**config.mk**
```make
export PLATFORM = sky130hd
export DESIGN_NAME = grid_draw_ctrl
export DESIGN_NICKNAME = d
export VERILOG_FILES = /design/src/rtl/grid_draw_ctrl.sv
export SDC_FILE = /design/constraint.sdc
export NUM_CORES = 1
export LEC_CHECK = 0
export ABC_AREA = 1
export ABC_CLOCK_PERIOD_IN_PS = 3700
export CAP_MARGIN = 10
export CORE_MARGIN = 3
export CORE_UTILIZATION = 30
export CTS_CLUSTER_SIZE = 12
export DETAILED_ROUTE_END_ITERATION = 12
export MAX_ROUTING_LAYER = met4
export PLACE_DENSITY = 0.6
export SLEW_MARGIN = 15
export SYNTH_ARGS = -nofsm -noshare
export SYNTH_HDL_FRONTEND = slang
export SYNTH_SLANG_ARGS = --single-unit
```
**constraint.sdc**
```tcl
create_clock -name clk -period 3.7 [get_ports clk]
set_input_delay 0.37 -clock clk [delete_from_list [all_inputs] [get_ports clk]]
set_output_delay 0.37 -clock clk [all_outputs]
set_load 0.005 [all_outputs]
```
**src/rtl/grid_draw_ctrl.sv**
```systemverilog
// Sequencer for the Game-of-Life cell/mouse drawing datapath: walks the board, drives load/plot strobes.
// Optional continuous refresh: define GRID_AUTO_FRAME_EN to restart each frame straight after DONE.
module grid_draw_ctrl #(
  parameter int ROWS      = 30,
  parameter int COLS      = 40,
  parameter int CELL_PIX  = 16,
  parameter int MOUSE_PIX = 4
) (
  input  logic       clk,
  input  logic       reset_n,
  input  logic       start,
  input  logic       mouse_req,
  output logic [4:0] register,
  output logic       mem_rd,
  output logic [5:0] addr,
  output logic       ld_x,
  output logic       ld_y,
  output logic       ld_c,
  output logic       enable,
  output logic       plot,
  output logic       mouse_plot,
  output logic       reset_score,
  output logic       busy,
  output logic       done
);

  localparam int PW = $clog2(CELL_PIX + 1);

  typedef enum logic [2:0] {
    S_IDLE, S_CLEAR, S_FETCH, S_LOAD, S_DRAW, S_M_LOAD, S_M_DRAW, S_DONE
  } state_t;

  state_t        r_state, r_ret;
  logic [4:0]    r_row;
  logic [5:0]    r_col;
  logic [PW-1:0] r_pix;
  logic          r_mouse_pend;
  logic          r_mem_rd, r_ld_xy, r_ld_c, r_enable, r_mouse_plot;
  logic          r_reset_score, r_busy, r_done;

  state_t        w_state_next, w_ret_next, w_target;
  logic [4:0]    w_row_next;
  logic [5:0]    w_col_next;
  logic [PW-1:0] w_pix_next;
  logic          w_pend;

  // A request seen this very cycle counts as pending, so an idle redraw starts without delay.
  assign w_pend = r_mouse_pend | mouse_req;

  always_comb begin
    w_state_next = r_state;
    w_ret_next   = r_ret;
    w_row_next   = r_row;
    w_col_next   = r_col;
    w_pix_next   = r_pix;
    w_target     = S_DONE;
    case (r_state)
      S_IDLE: begin
        if (start) begin
          w_state_next = S_CLEAR;
        end else if (w_pend) begin
          w_state_next = S_M_LOAD;
          w_ret_next   = S_IDLE;
        end
      end
      S_CLEAR: w_state_next = S_FETCH;
      S_FETCH: w_state_next = S_LOAD;
      S_LOAD: begin
        w_state_next = S_DRAW;
        w_pix_next   = '0;
      end
      S_DRAW: begin
        w_pix_next = r_pix + 1'b1;
        if (r_pix == PW'(CELL_PIX - 1)) begin
          if (r_col < 6'(COLS - 1)) begin
            w_col_next = r_col + 1'b1;
            w_target   = S_LOAD;
          end else if (r_row < 5'(ROWS - 1)) begin
            w_row_next = r_row + 1'b1;
            w_col_next = '0;
            w_target   = S_FETCH;
          end
          // The cursor draw disturbs the row word, so any in-frame return goes through FETCH.
          if (w_pend) begin
            w_state_next = S_M_LOAD;
            w_ret_next   = (w_target == S_DONE) ? S_DONE : S_FETCH;
          end else begin
            w_state_next = w_target;
          end
        end
      end
      S_M_LOAD: begin
        w_state_next = S_M_DRAW;
        w_pix_next   = '0;
      end
      S_M_DRAW: begin
        w_pix_next = r_pix + 1'b1;
        if (r_pix == PW'(MOUSE_PIX - 1)) w_state_next = r_ret;
      end
      S_DONE: begin
`ifdef GRID_AUTO_FRAME_EN
        w_state_next = S_CLEAR;
`else
        w_state_next = S_IDLE;
`endif
      end
      default: w_state_next = S_IDLE;
    endcase
    if (w_state_next == S_CLEAR) begin
      w_row_next = '0;
      w_col_next = '0;
    end
  end

  // Strobes are decoded from the next state so every output is a flop.
  always_ff @(posedge clk or negedge reset_n) begin
    if (!reset_n) begin
      r_state       <= S_IDLE;
      r_ret         <= S_IDLE;
      r_row         <= '0;
      r_col         <= '0;
      r_pix         <= '0;
      r_mouse_pend  <= 1'b0;
      r_mem_rd      <= 1'b0;
      r_ld_xy       <= 1'b0;
      r_ld_c        <= 1'b0;
      r_enable      <= 1'b0;
      r_mouse_plot  <= 1'b0;
      r_reset_score <= 1'b1;
      r_busy        <= 1'b0;
      r_done        <= 1'b0;
    end else begin
      r_state       <= w_state_next;
      r_ret         <= w_ret_next;
      r_row         <= w_row_next;
      r_col         <= w_col_next;
      r_pix         <= w_pix_next;
      r_mouse_pend  <= (r_state == S_M_LOAD) ? mouse_req : (r_mouse_pend | mouse_req);
      r_mem_rd      <= (w_state_next == S_FETCH);
      r_ld_xy       <= (w_state_next == S_LOAD) || (w_state_next == S_M_LOAD);
      r_ld_c        <= (w_state_next == S_LOAD);
      r_enable      <= (w_state_next == S_DRAW) || (w_state_next == S_M_DRAW);
      r_mouse_plot  <= (w_state_next == S_M_LOAD) || (w_state_next == S_M_DRAW);
      r_reset_score <= (w_state_next != S_CLEAR);
      r_done        <= (w_state_next == S_DONE);
      if (w_state_next == S_CLEAR)     r_busy <= 1'b1;
      else if (w_state_next == S_DONE) r_busy <= 1'b0;
    end
  end

  assign register    = r_row;
  assign addr        = r_col;
  assign mem_rd      = r_mem_rd;
  assign ld_x        = r_ld_xy;
  assign ld_y        = r_ld_xy;
  assign ld_c        = r_ld_c;
  assign enable      = r_enable;
  assign plot        = r_enable;
  assign mouse_plot  = r_mouse_plot;
  assign reset_score = r_reset_score;
  assign busy        = r_busy;
  assign done        = r_done;

endmodule

```
# Yosys cells after proc, flatten, opt, wreduce, memory -nomap -nowiden
# Index checks and enable logic that the tools add are counted.
dict set report word_totals {
  register_bits 31
  in_bits 4
  out_inout_bits 21
  wordCells 89
}
dict set report classes {
  addsub 3
  n_lt_le_gt_ge 2
  n_eq_ne 23
  mux 30
  n_bitwise 1
  n_reduce_logical 16
}
# cell n
set ops {}
lappend ops {{3-bit two-way mux} 14}
lappend ops {{6-bit two-way mux} 5}
lappend ops {{3-bit == test, second input constant} 9}
lappend ops {{5-bit two-way mux} 5}
lappend ops {{3-bit case mux with 8 select lines} 1}
lappend ops {{3-bit by 2-bit == test with 1-bit output, second input constant} 4}
lappend ops {{2-bit nonzero test} 6}
lappend ops {{5-bit by 1-bit adder with 5-bit output, second input constant} 2}
lappend ops {{5-bit case mux with 2 select lines} 1}
lappend ops {{2-bit inequality test, second input constant} 4}
lappend ops {{6-bit by 1-bit adder with 6-bit output, second input constant} 1}
lappend ops {{3-bit by 1-bit == test with 1-bit output, second input constant} 2}
lappend ops {{6-bit less-than comparator, second input constant} 1}
lappend ops {{3-bit case mux with 2 select lines} 1}
lappend ops {{5-bit by 2-bit == test with 1-bit output, second input constant} 1}
lappend ops {{5-bit by 4-bit == test with 1-bit output, second input constant} 1}
lappend ops {{5-bit less-than comparator, second input constant} 1}
lappend ops {{5-bit AND reduction} 1}
lappend ops {{4-bit AND reduction} 1}
lappend ops {{2-bit OR reduction} 2}
lappend ops {{3-bit logical NOT} 1}
lappend ops {{1-bit logical OR} 3}
lappend ops {{1-bit two-way mux} 3}
lappend ops {{3-bit by 1-bit inequality test with 1-bit output, second input constant} 1}
lappend ops {{other kinds (4)} 4}

# Longest topological paths before layout
dict set report logic_depth {
  depth_word 11
  depth_mapped 12
}

# Least setup slack after synthesis
# Ideal clock, no wire load.
dict set report synth_path {
  path_kind {register -> register}
  from {register r_pix[0]}
  to {register r_busy, in the netlist busy}
  setup_time_ps 115
  arrival_ps 1498
  required_ps 3585
  setup_slack_ps 2087
  path_stages_with_launch 12
  synth_period_minus_slack_ps 1613
  path_cell_list {dfrtp_1 ha_1 nand2_1 nor2_1 ha_1 inv_1 nor2_4 nand2_2 a21oi_4 nand2_2 nor2_4 nor2_1}
}
dict set report synth_between {
  elab_chain_cells 5
}
# element line_no
set synth_rtl {}
lappend synth_rtl {{start: declaration} 36} ;# logic [PW-1:0] r_pix;
lappend synth_rtl {{start signal: assignment} 137} ;# r_pix <= w_pix_next;
lappend synth_rtl {{5-bit by 2-bit == test with 1-bit output / 5-bit by 4-bit == test with 1-bit output (equally long branches)} {98, 74}}
lappend synth_rtl {{3-bit two-way mux, on equally long branches} {98, 74}}
lappend synth_rtl {{3-bit case mux with 8 select lines *} 57} ;# case (r_state)
lappend synth_rtl {{named net w_state_next[1]} 41} ;# state_t w_state_next, w_ret_next, w_target;
lappend synth_rtl {{3-bit by 1-bit == test with 1-bit output / 3-bit == test (equally long branches)} {146, 147}}
lappend synth_rtl {{1-bit two-way mux / 2-bit nonzero test (equally long branches)} -}
lappend synth_rtl {{end signal: assignment} 130} ;# r_busy <= 1'b0;
lappend synth_rtl {{end signal: assignment} 146} ;# if (w_state_next == S_CLEAR) r_busy <= 1'b1;
lappend synth_rtl {{end signal: assignment} 147} ;# else if (w_state_next == S_DONE) r_busy <= 1'b0;
lappend synth_rtl {{end: declaration} 39} ;# logic r_reset_score, r_busy, r_done;
# Mark *: on every way through the listed nets, which the timed path passes. The rest lies on a longest branch.
# A chain may end at the register's enable or synchronous reset.

# Final worst setup path
# Ends and elaborated chain as after synthesis.

==> results.md <==
Synth:
- Of the total synthesized cell area, the portion taken by AND, OR, NAND and NOR gates is 29.2%.
- By area the synthesized netlist is led by sky130_fd_sc_hd__dfrtp_1, sky130_fd_sc_hd__nand2_1, sky130_fd_sc_hd__inv_1.
- Yosys instantiated no cell more often than sky130_fd_sc_hd__nand2_1.
- The synthesized design spends more area on one cell type than any other, namely sky130_fd_sc_hd__dfrtp_1.
- The xor-xnor portion of the synthesized cell area is 2.68%.
- The synthesized design devotes to its leading area cell type about 44% of total area.
- The fraction of registers with async set or reset after synthesis is 100%.
- When the netlist entered floorplanning its net count stood at 214.
- Yosys printed 0 warnings.
- In the synthesized netlist, the number of instances is just over 200.
- The synthesized netlist occupies a cell area of 1630 um^2.
- Of the synthesized area, sequential elements account for 46.0%.
- The commonest cells after synthesis are sky130_fd_sc_hd__nand2_1, sky130_fd_sc_hd__inv_1, sky130_fd_sc_hd__dfrtp_1.
- Summing the areas of all compound-gate instances in the mapped netlist gives 9.65% of the synthesized area.
- The number of distinct library cell variants in the gate-level netlist after synthesis is 28.
- In this run, synthesis inferred 0 flip-flops with an integrated enable.
- For this run, the leading register cell type out of synthesis is sky130_fd_sc_hd__dfrtp_1.
- The register bit count reported by yosys is 30.
- After synthesis, the largest family of logic cells by area is simple AND/OR/NAND/NOR gates.
- The post-synthesis area per instance is a little under 8 um^2.
- In the synthesized netlist, mux cells make up 0% of the area.
- The share of synthesized cell area in full adder, half adder and majority cells is 3.06%.

Clocking:
- The number of setup buffers added after CTS is 0.
- The H-tree generated during clock tree synthesis spans 2 levels.
- Buffers inserted during clock tree synthesis total 5.
- Counting along the longest clock path gives a buffer depth of 2.
- Gates resized during post-CTS repair numbered 0.
- The insertion delay to the later sink of the worst-skew pair is 0.28 ns.
- After clock tree synthesis, the flow added hold-fix buffers numbering 0.
- Clock-pin slew was measured on the worst setup and hold paths at around 0.060 ns.
- The cell chosen for the clock root is sky130_fd_sc_hd__clkbuf_8.
- The total clock sinks is 30.
- TritonCTS built the clock tree.

Setup path:
- The delay of the slowest cell on the worst path is 0.39 ns.
- The library cell contributing the largest single delay on the critical path is sky130_fd_sc_hd__dfrtp_1.
- Data on the critical path is required at its endpoint by 3.88 ns.
- The biggest fanout along the worst timing path is 5.
- The number of buffer and inverter stages on the critical path is 1.
- The worst setup path is launched from a flip-flop.
- The critical path goes through ha_1, nand2_1, nor2_1, ha_1, inv_1, nor2_4, nand2_2, a21oi_4, nand2_2, nor2_4, nor2_1.
- The endpoint identified for the worst register-to-register timing path is busy.
- The kind of cell with the highest combined delay on the critical path is simple AND/OR/NAND/NOR gates.
- The number of cells on the worst reg-to-reg path is 11.
- In this run the critical register-to-register path is launched from r_pix[0].
- The type of the setup path with the least slack is flip-flop to flip-flop.
- Across all register-to-register paths, the minimum setup slack is between 1.5 and 2 ns.
- STA classifies the critical path endpoint as a flip-flop.
- The number of logic stages on the critical path including buffering is 11.
- The arrival time of data at the critical path endpoint is just over 2 ns.
- In this run the worst setup path terminates at busy.
- In this run the worst setup path begins at r_pix[0].

Die:
- The core region is 5170 um^2.
- For this configuration, the core starts out at a cell density of approximately a third.
- The number of standard-cell rows in the floorplan is 26.
- The count of pins on the block boundary is 25.
- From left edge to right edge, the die measures 79.8 um.
- The total die area is 6370 um^2.
- The die is 79.8 um tall.

Cells and area:
- After the last flow step, the layout net total stands at between 200 and 250.
- Fill cells in the final layout number about 540.
- The area occupied by registers is roughly 750 um^2.
- The multi-input combinational cells in the finished layout cover a total of 728 um^2.
- The count of non-filler cells in the finished layout is 306.
- The number of antenna diodes in the final layout is 0.
- From synthesis to final layout, the design area changed by 24.7%.
- The fraction of layout instances using a drive strength above 1 is 10.2%.

Pwr:
- The power per cell area is between 700 and 800 nW/um^2.
- The highest ir drop seen on vdd is 349 uV.
- The static power due to leakage is 0.960 nW.

Route:
- In the final routed layout, each cell accounts on average for 11.3 um.
- The routed design uses 1540 um of met2 wire.
- After detailed routing, the number of remaining DRC violations is 0.
- In this run the remaining antenna-violating nets after routing total 0.
- The routed layout has 1377 vias.
- The length of the first detailed-routing pass in iterations is 4.
- Routed signal wires occupy layers up through met4.
- The average via count per standard cell is 4.50.
- After the first detailed-routing iteration, the DRC count stood at 78.
- For this block, wires on met1 add up to 1690 um.
- For this block, the routed nets add up to between 3000 and 4000 um of wire.
- The routed design uses 180 um of met3 wire.

Placement:
- At the end of routability-driven placement, the weighted congestion stood at approximately 0.87.
- The HPWL after detailed placement is 2570 um.
- Port buffering added 24 buffers.
- The cell total after placement is 298.

GRT:
- Entering global routing, the biggest net connects 31 pins.
- For this run the aggregate overflow at the end of global routing stands at 0.
- For this run, the total global-route usage over all layers was measured as 12.8%.
- The number of global-route vias before repair is 1430.
- The initial antenna violation count is 0.
- The first-pass GRT wire length is 6170 um.

STA:
- The number of slew-limit violations in the final report is 0.
- Setup repair after global routing left no endpoint under its margin.
- Setup violations remaining at the end of the flow were counted as 0.
- The number of failing hold endpoints at the final stage is 0.
- The setup TNS is 0 ns.
- The final setup skew is between 0.004 and 0.005 ns.
- The worst pin sits at a relative slew slack of 74.0%.
- The worst path uses 50.2% of the clock period.
- Derived from the worst setup path, the maximum achievable clock frequency is 538 MHz.
- The time the worst path needs with I/O delays and setup is 1.86 ns.
- The pin slew with the least headroom to its limit is 0.388 ns.

Status:
- The run finished with clean final reports.

Job:
- The count of max-cap constraint violations is 0.

Min path:
- The class of the most critical hold timing path is input port to async pin.
[state kept, by name, indices dropped and copies added (netlist names)]
name and count:
r_state 3, done 1, busy 1, enable 1, register 5, ld_x 1
mouse_plot 1, r_mouse_pend 1, r_pix 5, addr 6, reset_score 1, mem_rd 1
ld_c 1, r_ret 2
[routing by layer]
| layer | track usage (%) | up-vias |
|---|---|---|
| li1 | - | 708 |
| met1 | 15.5 | 627 |
| met2 | 20.3 | 37 |
| met3 | 3.39 | 5 |
| met4 | 5.07 | 0 |
| met5 | - | - |
[worst min path at each step]
stage                         from  endpoint  slack [ns]  cells after the start
after detailed placement  r_pix[0]  r_pix[0]        0.52                      1
after global placement    r_pix[0]  r_pix[0]        0.51                      1
after global routing       reset_n   addr[3]        0.52                      2
after floorplan            reset_n   addr[0]        0.07                      0
final                      reset_n  r_pix[4]        0.48                      2
after CTS                  reset_n  r_ret[1]        0.50                      2
[logic make-up (layout without fill, tap and decap cells)]
kind of cell | count (synthesis) | count (layout)
XOR/XNOR | 5 | 5
buffers and inverters | 38 | 68
AND/OR/NAND/NOR | 104 | 104
flip-flops | 30 | 30
adder cells (fa/ha/maj) | 4 | 4
AO/OA/AOI/OAI | 25 | 25
[cell type report]
type                       instances  area share, %
clock buffer                       7           4.24
clock inverter                     1          0.246
inverter                          35           6.45
multi-input combinational        138           35.7
sequential                        30           36.9
tap                               70           4.30
timing repair buffer              25           12.2
[cells in the final DEF, fill, tap and decap left out, types with 2 or more instances in the layout]
cell type	synthesis	layout
sky130_fd_sc_hd__nand2_1	46	46
sky130_fd_sc_hd__inv_1	33	33
sky130_fd_sc_hd__dfrtp_1	29	29
sky130_fd_sc_hd__nor2_1	26	26
sky130_fd_sc_hd__clkdlybuf4s50_1	0	24
sky130_fd_sc_hd__nand3_1	15	15
sky130_fd_sc_hd__o21ai_0	10	10
sky130_fd_sc_hd__clkbuf_8	0	6
sky130_fd_sc_hd__nand2_2	5	5
sky130_fd_sc_hd__a21oi_1	5	5
sky130_fd_sc_hd__o22ai_1	4	4
sky130_fd_sc_hd__ha_1	4	4
sky130_fd_sc_hd__nor2_4	3	3
sky130_fd_sc_hd__xor2_1	3	3
sky130_fd_sc_hd__nand4_1	3	3
sky130_fd_sc_hd__o31ai_1	2	2
sky130_fd_sc_hd__nand2_4	2	2
sky130_fd_sc_hd__xnor2_1	2	2
[per-stage QoR]
step | util (%) | setup slack (ns) | hold slack (ns) | instance area, um^2 | total power, mW
6_report | 39.4 | 1.84 | 0.481 | 2040 | 1.54
5_1_grt | 39.4 | 1.67 | 0.521 | 2040 | 1.69
4_1_cts | 39.4 | 1.87 | 0.501 | 2040 | 1.56
3_5_place_dp | 37.6 | 1.75 | 0.520 | 1950 | 1.28
3_3_place_gp | 37.6 | 1.82 | 0.511 | 1950 | 1.27
2_1_floorplan | - | 2.09 | 0.0744 | 1630 | 1.02
[power by group]
part	internal (mW)	total (mW)	leakage (nW)	switching [mW]
registers	0.445	0.557	0.389	0.112
clock network	0.150	0.278	0.0482	0.128
logic	0.317	0.708	0.523	0.392
total	0.912	1.54	0.960	0.631
(Power assumes the default switching activity.)
